[config.mk]
export PLATFORM = sky130hd
export DESIGN_NAME = flag_cond_reader
export DESIGN_NICKNAME = d
export VERILOG_FILES = /design/src/rtl/flag_pkg.sv /design/src/rtl/flag_cond_eval.sv /design/src/rtl/flag_cond_reader.sv
export SDC_FILE = /design/constraint.sdc
export NUM_CORES = 1
export LEC_CHECK = 0
export ABC_AREA = 1
export CORE_ASPECT_RATIO = 1.5
export CORE_MARGIN = 2
export CORE_UTILIZATION = 40
export DETAILED_ROUTE_END_ITERATION = 10
export PLACE_DENSITY = 0.63
export SYNTH_ARGS = -nofsm -noshare
export SYNTH_HDL_FRONTEND = slang
export SYNTH_HIERARCHICAL = 1
export SYNTH_SLANG_ARGS = --single-unit
[constraint.sdc]
create_clock -name iCLOCK -period 4.1 [get_ports iCLOCK]
set_input_delay 0.41 -clock iCLOCK [delete_from_list [all_inputs] [get_ports iCLOCK]]
set_output_delay 0.41 -clock iCLOCK [all_outputs]
set_load 0.005 [all_outputs]
[src/rtl/flag_pkg.sv]
// Shared definitions for the flag consumer: flag bit positions, condition
// codes and the condition-reader FSM states.
package flag_pkg;

    localparam int FLAG_W  = 5;
    localparam int FLAG_ZF = 0;
    localparam int FLAG_PF = 1;
    localparam int FLAG_CF = 2;
    localparam int FLAG_OF = 3;
    localparam int FLAG_SF = 4;

    typedef enum logic [3:0] {
        CC_AL, CC_EQ, CC_NE, CC_CS, CC_CC, CC_MI, CC_PL, CC_VS,
        CC_VC, CC_HI, CC_LS, CC_GE, CC_LT, CC_GT, CC_LE, CC_PE
    } cc_e;

    typedef enum logic [1:0] {
        ST_IDLE,
        ST_WAIT,
        ST_OUT
    } state_e;

endpackage

[src/rtl/flag_cond_eval.sv]
// Combinational condition evaluator: 4-bit condition code plus the five
// architectural flags -> condition true. No state, reusable by any unit
// that needs a flag predicate (e.g. a conditional-move path).
module flag_cond_eval
    import flag_pkg::*;
(
    input  logic [3:0]        iCC,
    input  logic [FLAG_W-1:0] iFLAG,
    output logic              oTAKEN
);

    logic s, o, c, p, z;

    assign s = iFLAG[FLAG_SF];
    assign o = iFLAG[FLAG_OF];
    assign c = iFLAG[FLAG_CF];
    assign p = iFLAG[FLAG_PF];
    assign z = iFLAG[FLAG_ZF];

    // Condition table lookup
    always_comb begin
        oTAKEN = 1'b1;
        case (cc_e'(iCC))
            CC_AL:   oTAKEN = 1'b1;
            CC_EQ:   oTAKEN = z;
            CC_NE:   oTAKEN = !z;
            CC_CS:   oTAKEN = c;
            CC_CC:   oTAKEN = !c;
            CC_MI:   oTAKEN = s;
            CC_PL:   oTAKEN = !s;
            CC_VS:   oTAKEN = o;
            CC_VC:   oTAKEN = !o;
            CC_HI:   oTAKEN = c && !z;
            CC_LS:   oTAKEN = !c || z;
            CC_GE:   oTAKEN = (s == o);
            CC_LT:   oTAKEN = (s != o);
            CC_GT:   oTAKEN = !z && (s == o);
            CC_LE:   oTAKEN = z || (s != o);
            CC_PE:   oTAKEN = p;
            default: oTAKEN = 1'b1;
        endcase
    end

endmodule

[src/rtl/flag_cond_reader.sv]
// Issue-stage flag consumer. Counts in-flight flag writers, holds any
// conditional instruction until all older writers have committed, then
// emits one registered taken/not-taken result per instruction.
// Optional macro FLAG_BYPASS_EN: a waiting instruction evaluates on the
// flags of the very commit that retires its last older writer (one cycle
// sooner); without it, evaluation happens the cycle after, on the
// registered flags.
module flag_cond_reader
    import flag_pkg::*;
#(
    parameter int PEND_W = 3,
    parameter int CC_W   = 4
) (
    input  logic              iCLOCK,
    input  logic              inRESET,
    input  logic              iRESET_SYNC,
    input  logic [FLAG_W-1:0] iFLAG,
    input  logic              iFLAG_COMMIT,
    input  logic              iPREV_INST_VALID,
    input  logic [CC_W-1:0]   iPREV_CC,
    input  logic              iPREV_CC_USE,
    input  logic              iPREV_FLAG_WRITE,
    output logic              oPREV_LOCK,
    input  logic              iNEXT_LOCK,
    output logic              oNEXT_VALID,
    output logic              oNEXT_TAKEN,
    output logic              oNEXT_FLAG_WRITE,
    output logic              oPEND_FULL
);

    localparam logic [PEND_W-1:0] PEND_MAX = '1;

    state_e            state_q;
    logic [PEND_W-1:0] cnt_q, cnt_d;
    logic [CC_W-1:0]   cc_q;
    logic              wfw_q;      // waiting instruction is itself a writer
    logic              valid_q, taken_q, fw_q;

    logic              pend_full, lock, accept, inc, dec;
    logic [PEND_W-1:0] tgt;
    logic              at_tgt, wait_go;
    logic [CC_W-1:0]   eval_cc;
    logic              eval_hit, new_taken;

    assign pend_full = (cnt_q == PEND_MAX);
    assign lock      = (state_q == ST_WAIT) || ((state_q == ST_OUT) && iNEXT_LOCK) || pend_full;
    assign accept    = iPREV_INST_VALID && !lock;
    assign inc       = accept && iPREV_FLAG_WRITE;
    assign dec       = iFLAG_COMMIT && (cnt_q != '0);

    // A waiting writer already counted itself at accept, so it is released
    // when only its own entry remains (older writers commit in order).
    assign tgt    = {{(PEND_W-1){1'b0}}, wfw_q};
    assign at_tgt = (cnt_q == tgt);
`ifdef FLAG_BYPASS_EN
    assign wait_go = at_tgt || (dec && (cnt_q == tgt + PEND_W'(1)));
`else
    assign wait_go = at_tgt;
`endif

    // One evaluator: the latched code while waiting, otherwise the offered one
    assign eval_cc   = (state_q == ST_WAIT) ? cc_q : iPREV_CC;
    assign new_taken = iPREV_CC_USE ? eval_hit : 1'b1;

    flag_cond_eval u_eval (
        .iCC    (eval_cc),
        .iFLAG  (iFLAG),
        .oTAKEN (eval_hit)
    );

    // Pending-writer counter next state; commit at zero is dropped
    always_comb begin
        cnt_d = cnt_q;
        if (inc && !dec)
            cnt_d = cnt_q + PEND_W'(1);
        else if (dec && !inc)
            cnt_d = cnt_q - PEND_W'(1);
    end

    // Issue FSM with registered result outputs
    always_ff @(posedge iCLOCK or negedge inRESET) begin
        if (!inRESET) begin
            state_q <= ST_IDLE;
            cnt_q   <= '0;
            cc_q    <= '0;
            wfw_q   <= 1'b0;
            valid_q <= 1'b0;
            taken_q <= 1'b0;
            fw_q    <= 1'b0;
        end else if (iRESET_SYNC) begin
            state_q <= ST_IDLE;
            cnt_q   <= '0;
            cc_q    <= '0;
            wfw_q   <= 1'b0;
            valid_q <= 1'b0;
            taken_q <= 1'b0;
            fw_q    <= 1'b0;
        end else begin
            cnt_q <= cnt_d;
            case (state_q)
                ST_WAIT: begin
                    if (wait_go) begin
                        state_q <= ST_OUT;
                        valid_q <= 1'b1;
                        taken_q <= eval_hit;
                        fw_q    <= wfw_q;
                    end
                end
                default: begin
                    if (state_q == ST_OUT && iNEXT_LOCK) begin
                        // hold result until the next stage takes it
                    end else if (accept) begin
                        if (iPREV_CC_USE && (cnt_q != '0)) begin
                            state_q <= ST_WAIT;
                            cc_q    <= iPREV_CC;
                            wfw_q   <= iPREV_FLAG_WRITE;
                            valid_q <= 1'b0;
                            taken_q <= 1'b0;
                            fw_q    <= 1'b0;
                        end else begin
                            state_q <= ST_OUT;
                            valid_q <= 1'b1;
                            taken_q <= new_taken;
                            fw_q    <= iPREV_FLAG_WRITE;
                        end
                    end else begin
                        state_q <= ST_IDLE;
                        valid_q <= 1'b0;
                        taken_q <= 1'b0;
                        fw_q    <= 1'b0;
                    end
                end
            endcase
        end
    end

    assign oPREV_LOCK       = lock;
    assign oNEXT_VALID      = valid_q;
    assign oNEXT_TAKEN      = taken_q;
    assign oNEXT_FLAG_WRITE = fw_q;
    assign oPEND_FULL       = pend_full;

endmodule

==> metrics.md, run 1 <==
| Metric | Value |
|---|---|
| Wirelength, routed | 2280 um |
| Synthesized Nets | 160 |
| Port bufs | 21 |
| Mean Syn Cell Area | 7.08 um^2 |
| Die Height | 65.4 um |
| Setup tns final | 0 ns |
| Wirelength per Cell | 12.1 um |
| Vias in the first global route | 957 |
| Register Area | 300 um^2 |
| P_sw | 0.216 mW |
| Worst-Skew Late Latency | between 0.2 and 0.3 ns |
| Clock Power Share | 0.144 |
| Endpoints failing hold | 0 |
| Post-detail-place hpwl | 1880 um |
| Worst R2R End | oNEXT_TAKEN$_DFFE_PN0P_ |
| CP required | 4.30 ns |
| Worst Skew | 0.00432 ns |
| Worst hold path class | primary input to async pin |
| EDFF count, synth | 0 |
| Total Die Area | 2940 um^2 |
| CTS root buf | clkbuf_4 |
| Number of buffers and inverters on the critical path | 2 |
| CTS sink cnt | 12 |
| Overall power | roughly 0.50 mW |
| Crit path launch type | flip-flop |
| First-pass GRT wire length | 3880 um |
| Maximum vdd drop | 0.000241 V |
| First DRT Iteration DRCs | 26 |
| H-tree depth | 1 |
| Synth top cells by count | nand2_1, inv_1, nand3_1 |
| Count leader, synth | nand2_1 |
| Max-slew violation count | 0 |
| Slew HR | 0.522 |
| Int Pwr | between 0.2 and 0.3 mW |
| Slew @ Worst Pin | 0.710 ns |
| Setup WS pre-CTS | 1.91 ns |
| Total CTS buffers | 3 |
| Initial antenna violation count | 0 |
| Synth top area share | 0.299 |
| Crit-path max FO | 11 |
| Slowest Stage Delay on Critical Path | 0.62 ns |
| Final setup margin | between 1.5 and 2 ns |
| Ys flop type | dfrtp_1 |
| Ant. Diodes | 0 |
| Pin count of the biggest net entering global routing | 13 |
| CTS Buffer Depth | 2 |
| R2R cell count | 13 |
| Synth top area cells | dfrtp_1, nand2_1, inv_1, nand3_1, nand3_2 |
| Leak Pwr | 0.620 nW |
| Critical path capture point type | flip-flop |
| Util after Layout | 0.521 |
| Seq pwr share | 0.340 |
| Synth cell types | 27 |
| Global route overflow | 0 |
| Status | finished, final reports clean |
| Fmax | 0.454 GHz |
| Vias per cell | 5.19 |
| Multi-input logic area | 578 um^2 |
| Post-Syn Area | 1010 um^2 |
| I/O pins | 22 |
| Fin crit period | 2.20 ns |
| Biggest area consumer among synthesized cells | dfrtp_1 |
| # DRC | 0 |
| Flops & latches, synth | 12 |
| R2R Setup Slk | 1.90 ns |
| Core Rows | 22 |
| Share of cells above drive strength 1 | 0.188 |
| Post-Syn Instances | 142 |
| WS Path Type | flip-flop to flip-flop |
| Crit path DAT | 2.40 ns |
| Seq/Total Area, Yosys | 0.299 |
| Synth warn | 6 |
| # setup viols final | 0 |
| Critical path's slowest cell | o21ai_0 |
| WHS | 0.491 ns |
| # fillers | 242 |
| RSZ-0062 raised after global routing | false |
| Tot GR Track Use | 0.181 |
| DRT antenna net count | 0 |
| # hold bufs at CTS | 0 |
| Die Width | 44.9 um |
| Max-cap violations | 0 |
| Post-synth ARST share | 1.00 |
| TritonCTS clock tree | done |
| Cell with the most instances on the worst path | nand2_1 |
| Critical R2R Launch | oNEXT_VALID$_DFFE_PN0P_ |
| Critical path's top delay family | simple AND/OR/NAND/NOR gates |
| Starting Density | 0.415 |
| Post-CTS setup buffer count | 0 |
| Vias post-DR | 980 |
| Switching Fraction | 0.430 |
| Area Growth Syn to Fin | 25.4% |
| Final #Nets | 185 |
| Period utilization | 0.537 |
| Resized cells post-CTS | 0 |
| Clock-pin slew on the worst setup and hold paths | 0.07 ns |
| Comb power frac | 0.517 |
| Drt first pass iters | 4 |
| Cell Chain, Critical Path | inv_2, nand2_2, o21ai_0, nand2_1, nor2_1, nand2_1, nand3_1, nand2_1, nand3_2, nand2_1, inv_1, nor2_1, o22ai_1 |
| RePlAce Congestion | approximately 0.8 |
| Power Dens Cells | approximately 400 nW/um^2 |
| Core Area | approximately 2400 um^2 |
## flip-flops by register name, indices dropped and copies added, names as in the netlist
register,count
cc_q,4
wfw_q,1
oNEXT_FLAG_WRITE,1
state_q,1
oNEXT_TAKEN,1
cnt_q,3
oNEXT_VALID,1
## logic make-up (layout without fill, tap and decap cells)
logic type / count (synthesis) / count (layout) / synth area share
AND/OR/NAND/NOR: 72 / 72 / 0.403
buffers and inverters: 33 / 56 / 0.127
AO/OA/AOI/OAI: 24 / 24 / 0.152
flip-flops: 12 / 12 / 0.299
adder cells (fa/ha/maj): 1 / 1 / 0.0199
## layer usage
metal | up-vias | wire (um) | GRT usage | share of wire
li1 | 503 | - | - | -
met1 | 452 | 920 | 0.188 | 0.40
met2 | 21 | 1220 | 0.325 | 0.53
met3 | 4 | 73 | 0.0247 | 0.032
met4 | 0 | 72 | 0.110 | 0.032
met5 | - | 0 | 0 | 0
## placed cells by master (no fill, tap or decap), types with 2 or more instances in the layout
cell type        Yosys  layout
clkbuf_4             0       3
clkdlybuf4s50_1      0      21
clkinv_1             2       2
dfrtp_1             12      12
inv_1               25      25
inv_2                5       5
nand2_1             33      33
nand2_2              6       6
nand3_1             13      13
nand3_2              5       5
nand3_4              2       2
nand4_1              2       2
nor2_1               5       5
o21ai_0              7       7
o21ai_1              6       6
o21ai_2              5       5
o22ai_1              2       2
## power groups by stage
stage	clock network (mW)	registers [mW]	logic (mW)
after floorplan	0	0.168	0.189
after global placement	0	0.172	0.259
after detailed placement	0	0.174	0.263
after CTS	0.0748	0.172	0.264
after global routing	0.0776	0.174	0.296
final	0.0725	0.171	0.260
## layout make-up
class	count	share of cell area
Clock buffer	3	0.0179
Inverter	32	0.0952
Sequential cell	12	0.238
Timing Repair Buffer	21	0.167
Multi-Input combinational cell	97	0.458
Tap cell	24	0.0238
## through the flow
step	instance area [um^2]	cells
detailed placement	1240	186
CTS	1260	189
global placement	1240	186
floorplan	1010	142
global route	1260	189
finish	1260	189
## worst reg2reg max path, cell delays in order, from the launching register on
cell,delay [ns]
dfrtp_1,0.42
inv_2,0.06
nand2_2,0.14
o21ai_0,0.62
nand2_1,0.16
nor2_1,0.18
nand2_1,0.07
nand3_1,0.07
nand2_1,0.07
nand3_2,0.08
nand2_1,0.04
inv_1,0.05
nor2_1,0.04
o22ai_1,0.12
## worst max-delay path by stage
stage / start / endpoint / slack, ns / cells past startpoint
after detailed placement: iPREV_CC[0] / oNEXT_TAKEN$_DFFE_PN0P_ / 1.91 / 13
after CTS: oNEXT_VALID$_DFFE_PN0P_ / oNEXT_TAKEN$_DFFE_PN0P_ / 1.91 / 13
after global routing: oNEXT_VALID$_DFFE_PN0P_ / oNEXT_TAKEN$_DFFE_PN0P_ / 1.68 / 13
after global placement: iNEXT_LOCK / cnt_q[2]$_DFFE_PN0P_ / 1.96 / 11
after floorplan: oNEXT_VALID$_DFFE_PN0P_ / oNEXT_TAKEN$_DFFE_PN0P_ / 2.17 / 13
final: oNEXT_VALID$_DFFE_PN0P_ / oNEXT_TAKEN$_DFFE_PN0P_ / 1.90 / 13
(Power assumes the default switching activity.)
==> run 2: changes to the inputs <==
==> constraint.sdc (replaced) <==
create_clock -name iCLOCK -period 2.05 [get_ports iCLOCK]
set_input_delay 0.205 -clock iCLOCK [delete_from_list [all_inputs] [get_ports iCLOCK]]
set_output_delay 0.205 -clock iCLOCK [all_outputs]
set_load 0.005 [all_outputs]
==> metrics.md, run 2 (same netlist as run 1, synthesis figures left out) <==
| Metric | Value |
|---|---|
| Leading cell type in the layout, fill and taps excluded | nand2_1 |
| CP required | ~2.2 ns |
| Crit path DAT | ~2.0 ns |
| Period utilization | 0.898 |
| Post-CTS setup buffer count | 0 |
| I/O pins | 22 |
| Initial antenna violation count | 0 |
| TritonCTS clock tree | done |
| Core Rows | 22 |
| Vias in the first global route | 1012 |
| Tot GR Track Use | 0.191 |
| Overall power | 1.07 mW |
| Die Width | 44.9 um |
| Total Die Area | between 2000 and 3000 um^2 |
| Starting Density | 0.415 |
| Int Pwr | about 0.63 mW |
| Vias post-DR | 1003 |
| Crit-path max FO | 5 |
| Clock-pin slew on the worst setup and hold paths | 0.08 ns |
| WHS | 0.283 ns |
| RePlAce Congestion | 0.769 |
| Max FFs per register | 4 |
| WS Path Type | flip-flop to flip-flop |
| R2R Setup Slk | roughly 0.21 ns |
| # setup viols final | 0 |
| Status | finished, final reports clean |
| Most frequent cells in the layout | nand2_1, inv_1, clkdlybuf4s50_1, nand3_1, dfrtp_1 |
| Largest reg by FF count | cc_q |
| Maximum vdd drop | 0.000496 V |
| First-pass GRT wire length | roughly 4200 um |
| Leak Pwr | 0.647 nW |
| Pin count of the biggest net entering global routing | 13 |
| Port bufs | 21 |
| Endpoints failing hold | 0 |
| Critical R2R Launch | oNEXT_VALID$_DFFE_PN0P_ |
| Final #Nets | 189 |
| Setup WS pre-CTS | 0.0536 ns |
| Worst R2R End | cnt_q[2]$_DFFE_PN0P_ |
| # DRC | 0 |
| P_sw | 0.445 mW |
| CTS sink cnt | 12 |
| Die Height | about 65 um |
| Slew @ Worst Pin | 0.550 ns |
| Top flop regs | cc_q: 4 flops, cnt_q: 3 flops |
| Worst-Skew Late Latency | 0.27 ns |
| Wirelength, routed | 2360 um |
| R2R cell count | 12 |
| Max-cap violations | 0 |
| Final setup margin | 0.210 ns |
| H-tree depth | 1 |
| Post-detail-place hpwl | 2030 um |
| Area Growth Syn to Fin | 30.1% |
| Critical path capture point type | flip-flop |
| Ant. Diodes | 0 |
| Fmax | 0.543 GHz |
| Clock Power Share | 0.174 |
| Util after Layout | 0.540 |
| CP startpoint | oNEXT_VALID$_DFFE_PN0P_ |
| Crit path launch type | flip-flop |
| Switching Fraction | 0.414 |
| Wirelength per Cell | 12.2 um |
| DP Cell Count | 190 |
| # fillers | approximately 250 |
| Core Area | ~2400 um^2 |
| # hold bufs at CTS | 0 |
| First DRT Iteration DRCs | 13 |
| Total CTS buffers | 3 |
| Worst Skew | about 0.0045 ns |
| Drt first pass iters | 4 |
| Slew HR | 0.632 |
| Max-slew violation count | 0 |
| Power Dens Cells | 821 nW/um^2 |
| CTS root buf | clkbuf_4 |
| DRT antenna net count | 0 |
| Layout Cells excl Fill | 194 |
| Share of cells above drive strength 1 | 0.218 |
| Fin crit period | 1.84 ns |
| Worst hold path class | primary input to async pin |
| Seq pwr share | 0.316 |
| Comb power frac | 0.510 |
| Global route overflow | 0 |
| CTS Buffer Depth | 2 |
| Vias per cell | just over 5 |
## run 2: cell types whose count changed in the layout (fill, tap and decap cells not counted), sizes merged
cell	delta
buf	+4
clkbuf	+1
## run 2: per-stage QoR
stage	cell area, um^2	setup TNS [ns]
after floorplan	1010	0
after global placement	1270	0
after detailed placement	1270	0
after CTS	1310	0
after global routing	1310	-0.000570
final	1310	0
## run 2: how the worst max path moves through the flow
stage / depth (start not counted) / to
2_1_floorplan: 13 / oNEXT_TAKEN$_DFFE_PN0P_
3_3_place_gp: 11 / cnt_q[2]$_DFFE_PN0P_
3_5_place_dp: 11 / cnt_q[2]$_DFFE_PN0P_
4_1_cts: 13 / oNEXT_TAKEN$_DFFE_PN0P_
5_1_grt: 11 / oNEXT_TAKEN$_DFFE_PN0P_
6_report: 12 / cnt_q[2]$_DFFE_PN0P_
## run 2: cell type report
cell class | count | area [um^2] | share of cell area
clock buffers | 4 | 36.3 | 0.0277
inverters | 32 | 120 | 0.0918
multi-input cells | 97 | 582 | 0.445
flip-flops and latches | 12 | 300 | 0.229
well taps | 24 | 30.0 | 0.0229
repair buffers | 25 | 240 | 0.184
## run 2: layer usage
layer	GRT usage	share of wire	up-vias
li1	-	-	513
met4	0.0662	0.018	0
met1	0.186	0.33	462
met2	0.377	0.61	24
met3	0.0275	0.039	4
met5	0	0	-
## run 2: critical path: stages, from the launching register on
cell	delay [ns]
dfrtp_1	0.40
inv_2	0.06
nand2_2	0.07
buf_4	0.17
nand3_4	0.13
nor2_8	0.06
nand3_4	0.10
inv_1	0.06
fa_1	0.39
inv_1	0.07
nand3_1	0.07
nand3_1	0.09
nand2_1	0.06
## run 2: repair_timing
action | 4_1_cts | 5_1_grt
setup endpoints to repair | 0 | 1
hold endpoints to repair | 0 | 0
resized for setup | 0 | 3
## run 2: power by group through the flow
stage          clock [mW]  sequential (mW)  combinational (mW)
4_1_cts             0.194            0.341               0.557
2_1_floorplan           0            0.336               0.379
5_1_grt             0.207            0.349               0.629
3_5_place_dp            0            0.345               0.554
6_report            0.187            0.340               0.548
3_3_place_gp            0            0.343               0.543
